### config.mk
export PLATFORM = sky130hd
export DESIGN_NAME = axi_line_fill_master_flat
export DESIGN_NICKNAME = d
export VERILOG_FILES = /design/src/rtl/axi_line_fill_master_if.sv /design/src/rtl/axi_line_fill_master.sv /design/src/flat_wrapper.sv
export SDC_FILE = /design/constraint.sdc
export NUM_CORES = 1
export LEC_CHECK = 0
export ABC_AREA = 0
export ABC_CLOCK_PERIOD_IN_PS = 8140
export BUFFER_PORTS_ARGS = -buffer_cell sky130_fd_sc_hd__buf_2
export CORE_AREA = 4 4 159 161
export DETAILED_ROUTE_END_ITERATION = 10
export DIE_AREA = 0 0 163 165
export GPL_TIMING_DRIVEN = 0
export PLACE_DENSITY = 0.78
export SYNTH_ARGS = -nofsm -noshare
export SYNTH_HDL_FRONTEND = slang
export SYNTH_SLANG_ARGS = --single-unit
### constraint.sdc
create_clock -name clk -period 8.14 [get_ports clk]
set_clock_uncertainty 0.15 [all_clocks]
set_input_delay 1.221 -clock clk [delete_from_list [all_inputs] [get_ports clk]]
set_output_delay 1.221 -clock clk [all_outputs]
set_load 0.1 [all_outputs]
### src/rtl/axi_line_fill_master_if.sv
// rtl/axi_line_fill_master_if.sv - AXI4 read/write channel bundle for the line-fill master

interface axi_line_fill_master_if #(
  parameter int ADDR_WIDTH = 32,
  parameter int DATA_WIDTH = 32
);
  logic [ADDR_WIDTH-1:0]   araddr;
  logic [7:0]              arlen;
  logic [2:0]              arsize;
  logic [1:0]              arburst;
  logic                    arvalid;
  logic                    arready;
  logic [DATA_WIDTH-1:0]   rdata;
  logic [1:0]              rresp;
  logic                    rlast;
  logic                    rvalid;
  logic                    rready;
  logic [ADDR_WIDTH-1:0]   awaddr;
  logic [7:0]              awlen;
  logic [2:0]              awsize;
  logic [1:0]              awburst;
  logic                    awvalid;
  logic                    awready;
  logic [DATA_WIDTH-1:0]   wdata;
  logic [DATA_WIDTH/8-1:0] wstrb;
  logic                    wlast;
  logic                    wvalid;
  logic                    wready;
  logic [1:0]              bresp;
  logic                    bvalid;
  logic                    bready;

  modport master (
    output araddr, arlen, arsize, arburst, arvalid, input arready,
    input rdata, rresp, rlast, rvalid, output rready,
    output awaddr, awlen, awsize, awburst, awvalid, input awready,
    output wdata, wstrb, wlast, wvalid, input wready,
    input bresp, bvalid, output bready
  );

  modport slave (
    input araddr, arlen, arsize, arburst, arvalid, output arready,
    output rdata, rresp, rlast, rvalid, input rready,
    input awaddr, awlen, awsize, awburst, awvalid, output awready,
    input wdata, wstrb, wlast, wvalid, output wready,
    output bresp, bvalid, input bready
  );
endinterface

### src/rtl/axi_line_fill_master.sv
// rtl/axi_line_fill_master.sv - AXI4 master for cache line fills and single-word write-throughs
// Define CRITICAL_WORD_FIRST_EN for WRAP bursts starting at the missed word.

module axi_line_fill_master #(
  parameter int ADDR_WIDTH = 32,
  parameter int DATA_WIDTH = 32,
  parameter int LINE_WORDS = 4
) (
  input  logic                           clk,
  input  logic                           rst,
  input  logic                           fill_req,
  input  logic [ADDR_WIDTH-1:0]          fill_addr,
  output logic                           fill_ready,
  output logic                           fill_valid,
  output logic [LINE_WORDS*DATA_WIDTH-1:0] fill_line,
  output logic                           fill_error,
  input  logic                           wr_req,
  input  logic [ADDR_WIDTH-1:0]          wr_addr,
  input  logic [DATA_WIDTH-1:0]          wr_data,
  input  logic [DATA_WIDTH/8-1:0]        wr_strb,
  output logic                           wr_ready,
  output logic                           wr_done,
  output logic                           wr_error,
  axi_line_fill_master_if.master         m_axi
);
  localparam int OFF_BITS  = $clog2(DATA_WIDTH/8);
  localparam int IDX_BITS  = $clog2(LINE_WORDS);
  localparam int BEAT_BITS = IDX_BITS + 1;
  localparam logic [BEAT_BITS-1:0]  LAST_BEAT  = BEAT_BITS'(LINE_WORDS - 1);
  localparam logic [BEAT_BITS-1:0]  FULL_BEATS = BEAT_BITS'(LINE_WORDS);
  localparam logic [ADDR_WIDTH-1:0] WORD_MASK  = ADDR_WIDTH'(DATA_WIDTH/8 - 1);
  localparam logic [ADDR_WIDTH-1:0] LINE_MASK  = ADDR_WIDTH'(LINE_WORDS*(DATA_WIDTH/8) - 1);
`ifdef CRITICAL_WORD_FIRST_EN
  localparam logic [1:0] RD_BURST = 2'b10;
`else
  localparam logic [1:0] RD_BURST = 2'b01;
`endif

  typedef enum logic [2:0] {IDLE, AR, RDATA, AWW, BRESP} state_t;

  state_t                          state_q, state_d;
  logic [BEAT_BITS-1:0]            beat_q, beat_d;
  logic                            err_q, err_d;
  logic [ADDR_WIDTH-1:0]           araddr_q, araddr_d;
  logic                            arvalid_q, arvalid_d;
  logic [ADDR_WIDTH-1:0]           awaddr_q, awaddr_d;
  logic                            awvalid_q, awvalid_d;
  logic [DATA_WIDTH-1:0]           wdata_q, wdata_d;
  logic [DATA_WIDTH/8-1:0]         wstrb_q, wstrb_d;
  logic                            wvalid_q, wvalid_d;
  logic [LINE_WORDS*DATA_WIDTH-1:0] fill_line_q, fill_line_d;
  logic                            fill_valid_q, fill_valid_d;
  logic                            fill_error_q, fill_error_d;
  logic                            wr_done_q, wr_done_d;
  logic                            wr_error_q, wr_error_d;
  logic [IDX_BITS-1:0]             idx;
  logic                            can_accept;
  logic                            r_err;
`ifdef CRITICAL_WORD_FIRST_EN
  logic [IDX_BITS-1:0]             start_word_q, start_word_d;
`endif

  always_comb begin
    state_d      = state_q;
    beat_d       = beat_q;
    err_d        = err_q;
    araddr_d     = araddr_q;
    arvalid_d    = arvalid_q;
    awaddr_d     = awaddr_q;
    awvalid_d    = awvalid_q;
    wdata_d      = wdata_q;
    wstrb_d      = wstrb_q;
    wvalid_d     = wvalid_q;
    fill_line_d  = fill_line_q;
    fill_valid_d = 1'b0;
    fill_error_d = 1'b0;
    wr_done_d    = 1'b0;
    wr_error_d   = 1'b0;
    fill_ready   = 1'b0;
    wr_ready     = 1'b0;
    r_err        = 1'b0;
`ifdef CRITICAL_WORD_FIRST_EN
    start_word_d = start_word_q;
    idx          = start_word_q + beat_q[IDX_BITS-1:0];
`else
    idx          = beat_q[IDX_BITS-1:0];
`endif
    // The completion-pulse cycle is still IDLE but must not accept a new request.
    can_accept = !fill_valid_q && !wr_done_q;

    case (state_q)
      IDLE: begin
        if (can_accept && fill_req) begin
          fill_ready = 1'b1;
          arvalid_d  = 1'b1;
          beat_d     = '0;
          err_d      = 1'b0;
          state_d    = AR;
`ifdef CRITICAL_WORD_FIRST_EN
          araddr_d     = fill_addr & ~WORD_MASK;
          start_word_d = fill_addr[OFF_BITS +: IDX_BITS];
`else
          araddr_d     = fill_addr & ~LINE_MASK;
`endif
        end else if (can_accept && wr_req) begin
          wr_ready  = 1'b1;
          awaddr_d  = wr_addr;
          wdata_d   = wr_data;
          wstrb_d   = wr_strb;
          awvalid_d = 1'b1;
          wvalid_d  = 1'b1;
          state_d   = AWW;
        end
      end
      AR: begin
        if (m_axi.arready) begin
          arvalid_d = 1'b0;
          state_d   = RDATA;
        end
      end
      RDATA: begin
        if (m_axi.rvalid) begin
          r_err = err_q || (m_axi.rresp != 2'b00) || (beat_q >= FULL_BEATS) ||
                  (m_axi.rlast && (beat_q != LAST_BEAT));
          if (beat_q < FULL_BEATS) begin
            for (int i = 0; i < LINE_WORDS; i++) begin
              if (IDX_BITS'(i) == idx) begin
                fill_line_d[i*DATA_WIDTH +: DATA_WIDTH] = m_axi.rdata;
              end
            end
            beat_d = beat_q + BEAT_BITS'(1);
          end
          if (m_axi.rlast) begin
            fill_valid_d = 1'b1;
            fill_error_d = r_err;
            beat_d       = '0;
            err_d        = 1'b0;
            state_d      = IDLE;
          end else begin
            err_d = r_err;
          end
        end
      end
      AWW: begin
        if (awvalid_q && m_axi.awready) awvalid_d = 1'b0;
        if (wvalid_q && m_axi.wready)   wvalid_d  = 1'b0;
        if (!awvalid_d && !wvalid_d)    state_d   = BRESP;
      end
      BRESP: begin
        if (m_axi.bvalid) begin
          wr_done_d  = 1'b1;
          wr_error_d = (m_axi.bresp != 2'b00);
          state_d    = IDLE;
        end
      end
      default: state_d = IDLE;
    endcase
  end

  always_ff @(posedge clk or posedge rst) begin
    if (rst) begin
      state_q      <= IDLE;
      beat_q       <= '0;
      err_q        <= 1'b0;
      araddr_q     <= '0;
      arvalid_q    <= 1'b0;
      awaddr_q     <= '0;
      awvalid_q    <= 1'b0;
      wdata_q      <= '0;
      wstrb_q      <= '0;
      wvalid_q     <= 1'b0;
      fill_line_q  <= '0;
      fill_valid_q <= 1'b0;
      fill_error_q <= 1'b0;
      wr_done_q    <= 1'b0;
      wr_error_q   <= 1'b0;
`ifdef CRITICAL_WORD_FIRST_EN
      start_word_q <= '0;
`endif
    end else begin
      state_q      <= state_d;
      beat_q       <= beat_d;
      err_q        <= err_d;
      araddr_q     <= araddr_d;
      arvalid_q    <= arvalid_d;
      awaddr_q     <= awaddr_d;
      awvalid_q    <= awvalid_d;
      wdata_q      <= wdata_d;
      wstrb_q      <= wstrb_d;
      wvalid_q     <= wvalid_d;
      fill_line_q  <= fill_line_d;
      fill_valid_q <= fill_valid_d;
      fill_error_q <= fill_error_d;
      wr_done_q    <= wr_done_d;
      wr_error_q   <= wr_error_d;
`ifdef CRITICAL_WORD_FIRST_EN
      start_word_q <= start_word_d;
`endif
    end
  end

  assign fill_valid = fill_valid_q;
  assign fill_error = fill_error_q;
  assign fill_line  = fill_line_q;
  assign wr_done    = wr_done_q;
  assign wr_error   = wr_error_q;

  // Burst attributes are only driven while their channel is valid so the bus idles at zero.
  assign m_axi.araddr  = araddr_q;
  assign m_axi.arlen   = arvalid_q ? 8'(LINE_WORDS - 1) : 8'd0;
  assign m_axi.arsize  = arvalid_q ? 3'(OFF_BITS) : 3'd0;
  assign m_axi.arburst = arvalid_q ? RD_BURST : 2'b00;
  assign m_axi.arvalid = arvalid_q;
  assign m_axi.rready  = (state_q == RDATA);
  assign m_axi.awaddr  = awaddr_q;
  assign m_axi.awlen   = 8'd0;
  assign m_axi.awsize  = awvalid_q ? 3'(OFF_BITS) : 3'd0;
  assign m_axi.awburst = awvalid_q ? 2'b01 : 2'b00;
  assign m_axi.awvalid = awvalid_q;
  assign m_axi.wdata   = wdata_q;
  assign m_axi.wstrb   = wstrb_q;
  assign m_axi.wlast   = wvalid_q;
  assign m_axi.wvalid  = wvalid_q;
  assign m_axi.bready  = (state_q == BRESP);
endmodule
### src/flat_wrapper.sv
// flat-port wrapper written by rule: the top's interface ports become plain ports
module axi_line_fill_master_flat 
#(
  parameter int ADDR_WIDTH = 32,
  parameter int DATA_WIDTH = 32,
  parameter int LINE_WORDS = 4
)
  (clk, rst, fill_req, fill_addr, fill_ready, fill_valid, fill_line, fill_error, wr_req, wr_addr, wr_data, wr_strb, wr_ready, wr_done, wr_error, m_axi_araddr, m_axi_arlen, m_axi_arsize, m_axi_arburst, m_axi_arvalid, m_axi_arready, m_axi_rdata, m_axi_rresp, m_axi_rlast, m_axi_rvalid, m_axi_rready, m_axi_awaddr, m_axi_awlen, m_axi_awsize, m_axi_awburst, m_axi_awvalid, m_axi_awready, m_axi_wdata, m_axi_wstrb, m_axi_wlast, m_axi_wvalid, m_axi_wready, m_axi_bresp, m_axi_bvalid, m_axi_bready);
  axi_line_fill_master_if #(.ADDR_WIDTH(ADDR_WIDTH), .DATA_WIDTH(DATA_WIDTH)) m_axi_i ();
  input  logic clk;
  input  logic rst;
  input  logic fill_req;
  input  logic [ADDR_WIDTH-1:0] fill_addr;
  output logic fill_ready;
  output logic fill_valid;
  output logic [LINE_WORDS*DATA_WIDTH-1:0] fill_line;
  output logic fill_error;
  input  logic wr_req;
  input  logic [ADDR_WIDTH-1:0] wr_addr;
  input  logic [DATA_WIDTH-1:0] wr_data;
  input  logic [DATA_WIDTH/8-1:0] wr_strb;
  output logic wr_ready;
  output logic wr_done;
  output logic wr_error;
  output wire logic [$bits(m_axi_i.araddr)-1:0] m_axi_araddr;
  output wire logic [$bits(m_axi_i.arlen)-1:0] m_axi_arlen;
  output wire logic [$bits(m_axi_i.arsize)-1:0] m_axi_arsize;
  output wire logic [$bits(m_axi_i.arburst)-1:0] m_axi_arburst;
  output wire logic [$bits(m_axi_i.arvalid)-1:0] m_axi_arvalid;
  input wire logic [$bits(m_axi_i.arready)-1:0] m_axi_arready;
  input wire logic [$bits(m_axi_i.rdata)-1:0] m_axi_rdata;
  input wire logic [$bits(m_axi_i.rresp)-1:0] m_axi_rresp;
  input wire logic [$bits(m_axi_i.rlast)-1:0] m_axi_rlast;
  input wire logic [$bits(m_axi_i.rvalid)-1:0] m_axi_rvalid;
  output wire logic [$bits(m_axi_i.rready)-1:0] m_axi_rready;
  output wire logic [$bits(m_axi_i.awaddr)-1:0] m_axi_awaddr;
  output wire logic [$bits(m_axi_i.awlen)-1:0] m_axi_awlen;
  output wire logic [$bits(m_axi_i.awsize)-1:0] m_axi_awsize;
  output wire logic [$bits(m_axi_i.awburst)-1:0] m_axi_awburst;
  output wire logic [$bits(m_axi_i.awvalid)-1:0] m_axi_awvalid;
  input wire logic [$bits(m_axi_i.awready)-1:0] m_axi_awready;
  output wire logic [$bits(m_axi_i.wdata)-1:0] m_axi_wdata;
  output wire logic [$bits(m_axi_i.wstrb)-1:0] m_axi_wstrb;
  output wire logic [$bits(m_axi_i.wlast)-1:0] m_axi_wlast;
  output wire logic [$bits(m_axi_i.wvalid)-1:0] m_axi_wvalid;
  input wire logic [$bits(m_axi_i.wready)-1:0] m_axi_wready;
  input wire logic [$bits(m_axi_i.bresp)-1:0] m_axi_bresp;
  input wire logic [$bits(m_axi_i.bvalid)-1:0] m_axi_bvalid;
  output wire logic [$bits(m_axi_i.bready)-1:0] m_axi_bready;
  assign m_axi_araddr = m_axi_i.araddr;
  assign m_axi_arlen = m_axi_i.arlen;
  assign m_axi_arsize = m_axi_i.arsize;
  assign m_axi_arburst = m_axi_i.arburst;
  assign m_axi_arvalid = m_axi_i.arvalid;
  assign m_axi_i.arready = m_axi_arready;
  assign m_axi_i.rdata = m_axi_rdata;
  assign m_axi_i.rresp = m_axi_rresp;
  assign m_axi_i.rlast = m_axi_rlast;
  assign m_axi_i.rvalid = m_axi_rvalid;
  assign m_axi_rready = m_axi_i.rready;
  assign m_axi_awaddr = m_axi_i.awaddr;
  assign m_axi_awlen = m_axi_i.awlen;
  assign m_axi_awsize = m_axi_i.awsize;
  assign m_axi_awburst = m_axi_i.awburst;
  assign m_axi_awvalid = m_axi_i.awvalid;
  assign m_axi_i.awready = m_axi_awready;
  assign m_axi_wdata = m_axi_i.wdata;
  assign m_axi_wstrb = m_axi_i.wstrb;
  assign m_axi_wlast = m_axi_i.wlast;
  assign m_axi_wvalid = m_axi_i.wvalid;
  assign m_axi_i.wready = m_axi_wready;
  assign m_axi_i.bresp = m_axi_bresp;
  assign m_axi_i.bvalid = m_axi_bvalid;
  assign m_axi_bready = m_axi_i.bready;
  axi_line_fill_master #(.ADDR_WIDTH(ADDR_WIDTH), .DATA_WIDTH(DATA_WIDTH), .LINE_WORDS(LINE_WORDS)) u_core (.clk(clk), .rst(rst), .fill_req(fill_req), .fill_addr(fill_addr), .fill_ready(fill_ready), .fill_valid(fill_valid), .fill_line(fill_line), .fill_error(fill_error), .wr_req(wr_req), .wr_addr(wr_addr), .wr_data(wr_data), .wr_strb(wr_strb), .wr_ready(wr_ready), .wr_done(wr_done), .wr_error(wr_error), .m_axi(m_axi_i));
endmodule
==> flow_metrics.py, run 1 <==
metrics = {
    "clock_network": {
        "cts_tree": "done",
        "root_buffer": "clkbuf_16",
        "path_clk_slew_ns": 0.06,
        "htreeDepth": 1,
        "cts_buffers": 25,
        "cts_resized": 0,
        "cts-hold-fix-buffers": 0,
        "worstSkewPairLatency_ns": 0.51,
        "clock_sinks": 238,
        "cts_setup_buffers": 0,
        "cts_max_path_buffers": 3,
    },
    "floorplan": {
        "initial_utilization": 0.396,
        "core_area_um2": 24000,
        "die_w_um": 163,
        "dieArea_um2": 26900,
        "io_pins": 412,
        "die_h_um": 165,
        "placementRows": 57,
    },
    "hold_path": {
        "timing.hold.worst_endpoint": "u_core.m_axi.araddr[9]",
        "hp-start": "u_core.m_axi.araddr[9]",
        "hold_path_depth": 2,
        "min_path_type": "reg -> reg",
    },
    "setup_path": {
        "r2r_cells": 7,
        "crit_type": "in -> out",
        "path_max_fanout": 10,
        "worstSetupStartpoint": "fill_req",
        "cp-end-kind": "output port",
        "r2r_start": "u_core.wr_done",
        "arrival_ns": 2.73,
        "required_ns": 6.77,
        "ff2ff_setup_slack_ns": 5.96,
        "start_kind": "primary input",
        "reg2reg_to": "u_core.m_axi.awaddr[13]",
    },
    "synthesis": {
        "synth-async-reset-ratio": 1.00,
        "syn_area_um2": 9490,
        "netlist.area_leader.share": 0.628,
        "synthCells": 792,
        "yosys_most_used_dff": "dfrtp_1",
        "synthTopCellsByArea": "dfrtp_1 (63%), mux2_2 (15%), nand2_1 (12%)",
        "synth-seq-area-share": 0.628,
        "synth-seq-cells": 238,
        "synth_edf_count": 0,
        "synth_common_cells": "nand2_1 (294), dfrtp_1 (238), mux2_2 (123)",
        "yosys_warnings": 0,
        "ys_types": 40,
        "yosysMostFrequentCell": "nand2_1",
        "synth_top_cell_by_area": "dfrtp_1",
        "syn_avg_cell_area_um2": 12.0,
    },
    "drt": {
        "routed_wl_um": 27400,
        "first_iter_violations": 323,
        "final_antenna_net_count": 0,
        "drc": 0,
        "first_pass_iters": 4,
        "wl_per_cell_um": 17.5,
        "viasPerCell": 4.65,
        "via_count": 7283,
    },
    "grt": {
        "first_global_vias": 7499,
        "grt_pass1_wl_um": 41000,
        "grt_usage": 0.193,
        "grt_antenna_before_repair": 1,
        "grt_max_degree": 129,
        "grt.overflow.total": 0,
    },
    "sta": {
        "hold_viol_final": 0,
        "slew_headroom": 0.466,
        "timing.final.ws_setup_ns": 4.04,
        "min_period_over_period": 0.504,
        "timing.fmax_ghz": 0.244,
        "setup_viol": 0,
        "rsz0062_at_grt": "no",
        "drv_slew": 0,
        "post-route-min-period_ns": 4.10,
        "tightest_slew_ns": 0.802,
    },
    "status": {
        "status": "finished, final reports clean",
    },
    "place": {
        "gp_congestion": 0.833,
        "preCtsSetupSlack_ns": 4.02,
        "hpwl_um": 20700,
        "numPortBuffers": 383,
        "dpl_cell_area_um2": 11900,
    },
    "final_layout": {
        "drive_gt1_frac": 0.498,
        "area_growth_pct": 33.8,
        "utilization": 0.530,
        "fin_nets": 1377,
        "final_cell_area_um2": 12700,
    },
    "flow_run": {
        "drv_cap": 0,
    },
}
-- flip-flops by register name (all words and copies together), names as in the netlist, 3 cells and up --
| name | count |
|---|---|
| u_core.fill_line | 128 |
| u_core.m_axi.wstrb | 4 |
| u_core.m_axi.awaddr | 32 |
| u_core.beat_q | 3 |
| u_core.state_q | 3 |
| u_core.m_axi.wdata | 32 |
| u_core.m_axi.araddr | 28 |
-- cell type report --
type                            count  area, µm²
Antenna cell                        1       2.50
Buffer                             66        483
Clock buffer                       35        703
Clock inverter                      6       60.1
Fill cell                        2084      11300
Inverter                           11       48.8
Multi-Input combinational cell    500       3100
Sequential cell                   238       5960
Tap cell                          324        405
Timing Repair Buffer              384       1940
-- worst max-delay path by stage --
stage / to / slack, ns / cells after the start
floorplan: u_core.beat_q[0] / 0.24 / 1
finish: wr_ready / 4.04 / 5
global placement: u_core.fill_line[94] / -2.22 / 2
global route: fill_ready / 3.90 / 5
detailed placement: wr_ready / 4.02 / 5
CTS: wr_ready / 4.00 / 5
-- cell families (layout without fill, tap and decap cells) --
logic type                 Yosys count  count (layout)  share of synthesized area
muxes                              131             131                      0.159
buffers and inverters               77             502                     0.0552
AOI/OAI and AO/OA                   19              19                     0.0145
adders and majority gates            5               5                    0.00659
DFF                                238             238                      0.628
other                                1              25                   0.000395
and+or+nand+nor                    321             321                      0.137
-- placed cells by master (no fill, tap or decap), types with 2 or more instances in the layout --
master      Yosys  layout
inv_2           2       2
a22oi_1         2       2
clkbuf_1       10      16
conb_1          1      24
o21a_1          2       2
o21ai_0         3       3
ha_1            5       5
buf_4          34      34
a211oi_1        2       2
mux2_2        123     123
nand2_1       294     294
clkbuf_16       0      25
nand2_2         4       4
buf_2           8     391
nor2_1          8       8
and3_1          2       2
clkbuf_8        0       4
nand3_1         2       2
clkinvlp_4      0       2
buf_6          13      13
o22ai_1         2       2
nor4_1          2       2
inv_1           9       8
dfrtp_1       238     238
clkinv_2        0       3
mux2_4          8       8
-- worst max-delay path: stages --
cell	delay, ns
buf_2	0.14
nand4b_2	0.39
inv_2	0.26
buf_2	0.25
buf_2	0.46
-- metrics by stage --
step                      TNS [ns]  cells  hold slack [ns]
after global placement     -524.19   1522            0.304
after global routing             0   1564            0.334
final                            0   1565            0.318
after floorplan                  0    815            0.321
after CTS                        0   1564            0.322
after detailed placement         0   1523            0.307
-- metal layers --
layer | vias to the layer above | GRT usage | routed length (µm)
met5 | - | 0 | 0
li1 | 3374 | - | -
met1 | 3531 | 0.222 | 10100
met4 | 0 | 0.0717 | 993
met3 | 64 | 0.0684 | 2820
met2 | 314 | 0.335 | 13500
Power of run 1 is left out: the tool's default activity adds up to more than one toggle a clock period on the data nets, which glitch-free logic cannot reach.
==> run 2: changes to the inputs <==
--- a/config.mk
+++ b/config.mk
@@ -6,13 +6,13 @@
 export NUM_CORES = 1
 export LEC_CHECK = 0
 export ABC_AREA = 0
-export ABC_CLOCK_PERIOD_IN_PS = 8140
+export ABC_CLOCK_PERIOD_IN_PS = 4210
 export BUFFER_PORTS_ARGS = -buffer_cell sky130_fd_sc_hd__buf_2
 export CORE_AREA = 4 4 159 161
 export DETAILED_ROUTE_END_ITERATION = 10
 export DIE_AREA = 0 0 163 165
 export GPL_TIMING_DRIVEN = 0
-export PLACE_DENSITY = 0.78
+export PLACE_DENSITY = 0.76
 export SYNTH_ARGS = -nofsm -noshare
 export SYNTH_HDL_FRONTEND = slang
 export SYNTH_SLANG_ARGS = --single-unit
==> constraint.sdc (replaced) <==
create_clock -name clk -period 4.21 [get_ports clk]
set_clock_uncertainty 0.15 [all_clocks]
set_input_delay 0.6315 -clock clk [delete_from_list [all_inputs] [get_ports clk]]
set_output_delay 0.6315 -clock clk [all_outputs]
set_load 0.1 [all_outputs]
==> flow_metrics.py, run 2 (same netlist as run 1, synthesis figures left out) <==
metrics = {
    "drt": {
        "first_iter_violations": 369,
        "drc": 0,
        "routed-wl-met3_um": 2950,
        "wl_per_cell_um": 17.2,
        "first_pass_iters": 4,
        "wl_met1_um": 9990,
        "wl_met2_um": 13600,
        "dr.max_layer_used": "met5",
        "via_count": 7348,
        "routed_wl_um": 27200,
        "viasPerCell": 4.64,
        "final_antenna_net_count": 0,
    },
    "sta": {
        "timing.final.ws_setup_ns": 0.685,
        "post-route-min-period_ns": 3.53,
        "drv_slew": 0,
        "timing.fmax_ghz": 0.284,
        "rsz0062_at_grt": "no",
        "hold_slack_ns": 0.151,
        "hold_viol_final": 0,
        "slew_headroom": 0.596,
        "min_period_over_period": 0.837,
        "setup_viol": 0,
        "tightest_slew_ns": 0.607,
    },
    "clock_network": {
        "path_clk_slew_ns": 0.06,
        "clock_sinks": 238,
        "htreeDepth": 1,
        "cts_buffers": 26,
        "cts_tree": "done",
        "cts_max_path_buffers": 3,
        "worstSkewPairLatency_ns": 0.51,
        "root_buffer": "clkbuf_16",
        "cts_setup_buffers": 0,
    },
    "hold_path": {
        "hp-start": "fill_addr[20]",
        "min_path_type": "in -> reg",
        "timing.hold.worst_endpoint": "u_core.m_axi.araddr[20]",
        "hold_path_depth": 3,
    },
    "setup_path": {
        "path_max_fanout": 10,
        "required_ns": 3.43,
        "r2r_cells": 7,
        "crit_type": "reg -> out",
        "reg2reg_to": "u_core.m_axi.awaddr[18]",
        "arrival_ns": 2.74,
        "cp-end-kind": "output port",
        "start_kind": "flip-flop",
        "ff2ff_setup_slack_ns": 2.04,
        "r2r_start": "u_core.wr_done",
    },
    "floorplan": {
        "dieArea_um2": 26900,
        "io_pins": 412,
        "die_h_um": 165,
        "core_area_um2": 24000,
        "die_w_um": 163,
        "initial_utilization": 0.396,
        "placementRows": 57,
    },
    "flow_run": {
        "drv_cap": 0,
    },
    "final_layout": {
        "fillCellCount": 2055,
        "final_cell_mix": "buf_2 (391), nand2_1 (294), dfrtp_1 (238), mux2_2 (123), buf_4 (34)",
        "multiInputGateArea_um2": 3100,
        "layout_commonest_cell": "buf_2",
        "largest_reg_flops": 128,
        "area_growth_pct": 37.1,
        "fin_nets": 1384,
        "drive_gt1_frac": 0.504,
        "regArea_um2": 5960,
    },
    "grt": {
        "grt_pass1_wl_um": 40800,
        "grt.overflow.total": 0,
        "grt_usage": 0.191,
        "first_global_vias": 7494,
        "grt_max_degree": 44,
        "grt_antenna_before_repair": 7,
    },
    "place": {
        "preCtsSetupSlack_ns": 1.21,
        "hpwl_um": 21100,
        "numPortBuffers": 383,
        "gp_congestion": 0.852,
    },
    "status": {
        "status": "finished, final reports clean",
    },
}
[run 2: cell type report]
cell class | count | share of cell area
clock inverter | 11 | 0.0144
clock buffer | 37 | 0.0594
tap | 324 | 0.0312
timing repair buffer | 390 | 0.157
antenna | 6 | 0.00115
buffer | 66 | 0.0371
multi-input combinational | 500 | 0.238
sequential | 238 | 0.458
inverter | 11 | 0.00346
[run 2: how the worst max path moves through the flow]
stage                                          to               from  slack (ns)  cells after the start
final                                  fill_ready     u_core.wr_done        0.68                      5
after global routing                   fill_ready  u_core.fill_valid        0.47                      5
after CTS                              fill_ready     u_core.wr_done        0.66                      5
after detailed placement               fill_ready     u_core.wr_done        1.21                      5
after global placement    u_core.m_axi.awaddr[30]                rst       -1.05                      2
after floorplan                  u_core.beat_q[0]                rst        0.31                      1
[run 2: critical path, stage by stage (launching register included)]
cell	delay (ns)
dfrtp_1	0.37
nor2_1	0.40
nand3_1	0.31
inv_2	0.13
clkbuf_1	0.48
buf_2	0.54
[run 2: timing repair]
action	CTS	global route
resized for setup	0	0
hold endpoints to repair	15	0
hold buffers	1	0
[run 2: layer usage]
| metal | vias up | track usage |
|---|---|---|
| met5 | - | 0 |
| met4 | 4 | 0.0560 |
| met3 | 46 | 0.0736 |
| met2 | 308 | 0.333 |
| met1 | 3574 | 0.221 |
| li1 | 3416 | - |
[run 2: metrics by stage]
stage	util	TNS, ns	std cells	instance area [µm²]
2_1_floorplan	-	0	815	9580
3_3_place_gp	0.497	-244.16	1522	11900
3_5_place_dp	0.502	0	1528	12000
4_1_cts	0.542	0	1577	13000
5_1_grt	0.543	0	1582	13000
6_report	0.543	0	1583	13000
Power of run 2 is left out for the same reason.
==> run 3: changes to the inputs <==
--- a/config.mk
+++ b/config.mk
@@ -6,13 +6,13 @@
 export NUM_CORES = 1
 export LEC_CHECK = 0
 export ABC_AREA = 0
-export ABC_CLOCK_PERIOD_IN_PS = 4210
+export ABC_CLOCK_PERIOD_IN_PS = 3190
 export BUFFER_PORTS_ARGS = -buffer_cell sky130_fd_sc_hd__buf_2
 export CORE_AREA = 4 4 159 161
 export DETAILED_ROUTE_END_ITERATION = 10
 export DIE_AREA = 0 0 163 165
 export GPL_TIMING_DRIVEN = 0
-export PLACE_DENSITY = 0.76
+export PLACE_DENSITY = 0.78
 export SYNTH_ARGS = -nofsm -noshare
 export SYNTH_HDL_FRONTEND = slang
 export SYNTH_SLANG_ARGS = --single-unit
==> constraint.sdc (replaced) <==
create_clock -name clk -period 3.19 [get_ports clk]
set_clock_uncertainty 0.15 [all_clocks]
set_input_delay 0.4785 -clock clk [delete_from_list [all_inputs] [get_ports clk]]
set_output_delay 0.4785 -clock clk [all_outputs]
set_load 0.1 [all_outputs]
==> flow_metrics.py, run 3 (same netlist as run 1, synthesis figures left out) <==
metrics = {
    "clock_network": {
        "cts_tree": "done",
        "htreeDepth": 1,
        "path_clk_slew_ns": 0.06,
        "cts_max_path_buffers": 3,
        "clock_sinks": 238,
        "cts_buffers": 25,
        "worstSkewPairLatency_ns": 0.51,
        "root_buffer": "clkbuf_16",
    },
    "final_layout": {
        "area_growth_pct": 42.7,
        "utilization": 0.565,
        "fillCellCount": 1926,
        "largest_reg_flops": 128,
        "drive_gt1_frac": 0.481,
        "layout_commonest_cell": "buf_2",
        "final_cell_mix": "buf_2 (389), nand2_1 (294), dfrtp_1 (238), mux2_2 (123), dlygate4sd3_1 (64)",
        "fin_nets": 1446,
    },
    "grt": {
        "grt_antenna_before_repair": 1,
        "grt_pass1_wl_um": 46100,
        "first_global_vias": 8257,
        "grt_usage": 0.220,
        "grt.overflow.total": 0,
        "grt_max_degree": 42,
    },
    "drt": {
        "first_pass_iters": 7,
        "wl_per_cell_um": 18.8,
        "via_count": 7848,
        "viasPerCell": 4.79,
        "drc": 0,
        "first_iter_violations": 457,
        "final_antenna_net_count": 0,
        "routed_wl_um": 30700,
    },
    "setup_path": {
        "start_kind": "flip-flop",
        "endpoint": "wr_ready",
        "r2r_start": "u_core.state_q[0]",
        "r2r_cells": 7,
        "required_ns": 2.56,
        "reg2reg_to": "u_core.m_axi.araddr[20]",
        "worstSetupStartpoint": "u_core.state_q[0]",
        "crit_type": "reg -> out",
        "arrival_ns": 2.32,
        "cp-end-kind": "output port",
        "ff2ff_setup_slack_ns": 1.08,
        "path_max_fanout": 10,
    },
    "floorplan": {
        "initial_utilization": 0.396,
        "dieArea_um2": 26900,
        "placementRows": 57,
        "io_pins": 412,
        "core_area_um2": 24000,
        "die_h_um": 165,
        "die_w_um": 163,
    },
    "sta": {
        "hold_viol_final": 0,
        "slew_headroom": 0.625,
        "tightest_slew_ns": 0.562,
        "rsz0062_at_grt": "no",
        "timing.fmax_ghz": 0.340,
        "finalSetupTns_ns": 0,
        "min_period_over_period": 0.923,
        "drv_slew": 0,
        "post-route-min-period_ns": 2.95,
        "setup_viol": 0,
    },
    "status": {
        "status": "finished, final reports clean",
    },
    "place": {
        "hpwl_um": 21600,
        "gp_congestion": 0.831,
        "numPortBuffers": 383,
    },
    "flow_run": {
        "drv_cap": 0,
    },
    "hold_path": {
        "min_path_type": "in -> reg",
        "hp-start": "wr_data[17]",
    },
}
==> run 3: changes by cell type in the layout (fill, tap and decap cells not counted), moves of 2 or more <==
cell	delta
dlygate4sd3_1	+63
diode_2	-5
clkinvlp_4	+4
buf_2	-2
buf_4	+2
bufinv_16	-2
clkbuf_1	-2
clkbuf_16	-2
clkinv_2	-2
==> run 3: final cells by class <==
cell class	count	area, µm²	area share
buffer	66	484	0.0358
inverter	11	45.0	0.00333
sequential	238	5960	0.440
timing repair buffer	453	2680	0.198
antenna	1	2.50	0.000185
multi-input combinational	500	3110	0.230
tap	324	405	0.0299
clock buffer	33	706	0.0521
clock inverter	11	150	0.0111
==> run 3: routing by layer <==
| layer | wire [µm] | global-route usage | share of wire |
|---|---|---|---|
| met1 | 10900 | 0.243 | 0.35 |
| met2 | 15600 | 0.392 | 0.51 |
| met3 | 2880 | 0.0639 | 0.094 |
| met4 | 1400 | 0.0984 | 0.045 |
| met5 | 0 | 0 | 0 |
==> run 3: repair_timing <==
| item | CTS | global route |
|---|---|---|
| endpoints found under the hold margin | 81 | 0 |
| setup buffers | 0 | 0 |
| hold buffers | 64 | 0 |
| endpoints found under the setup margin | 2 | 1 |
| resized for setup | 3 | 2 |
==> run 3: stage by stage <==
step | setup WS, ns | std cells | instance area (µm²) | hold WS [ns]
after detailed placement | 0.380 | 1528 | 12000 | 0.306
after global routing | 0.0888 | 1637 | 13500 | 0.000262
after CTS | 0.0246 | 1636 | 13500 | 0.000344
final | 0.245 | 1637 | 13500 | 0.0197
after global placement | -1.92 | 1522 | 11900 | 0.304
after floorplan | -0.558 | 815 | 9590 | 0.321
==> run 3: critical path: stages (launching register included) <==
cell,delay (ns)
dfrtp_1,0.36
buf_4,0.17
nor3_4,0.26
nand4b_4,0.23
inv_2,0.22
buf_2,0.24
buf_4,0.32
==> run 3: how the worst min path moves through the flow <==
stage                                    endpoint  slack [ns]  cells past startpoint
after floorplan                      u_core.err_q        0.32                      2
after global placement    u_core.m_axi.awaddr[30]        0.30                      2
after detailed placement    u_core.m_axi.wdata[5]        0.31                      2
after CTS                 u_core.m_axi.awaddr[21]      0.0003                      3
after global routing        u_core.m_axi.wdata[0]      0.0003                      3
final                      u_core.m_axi.wdata[17]        0.02                      3
Power of run 3 is left out for the same reason.
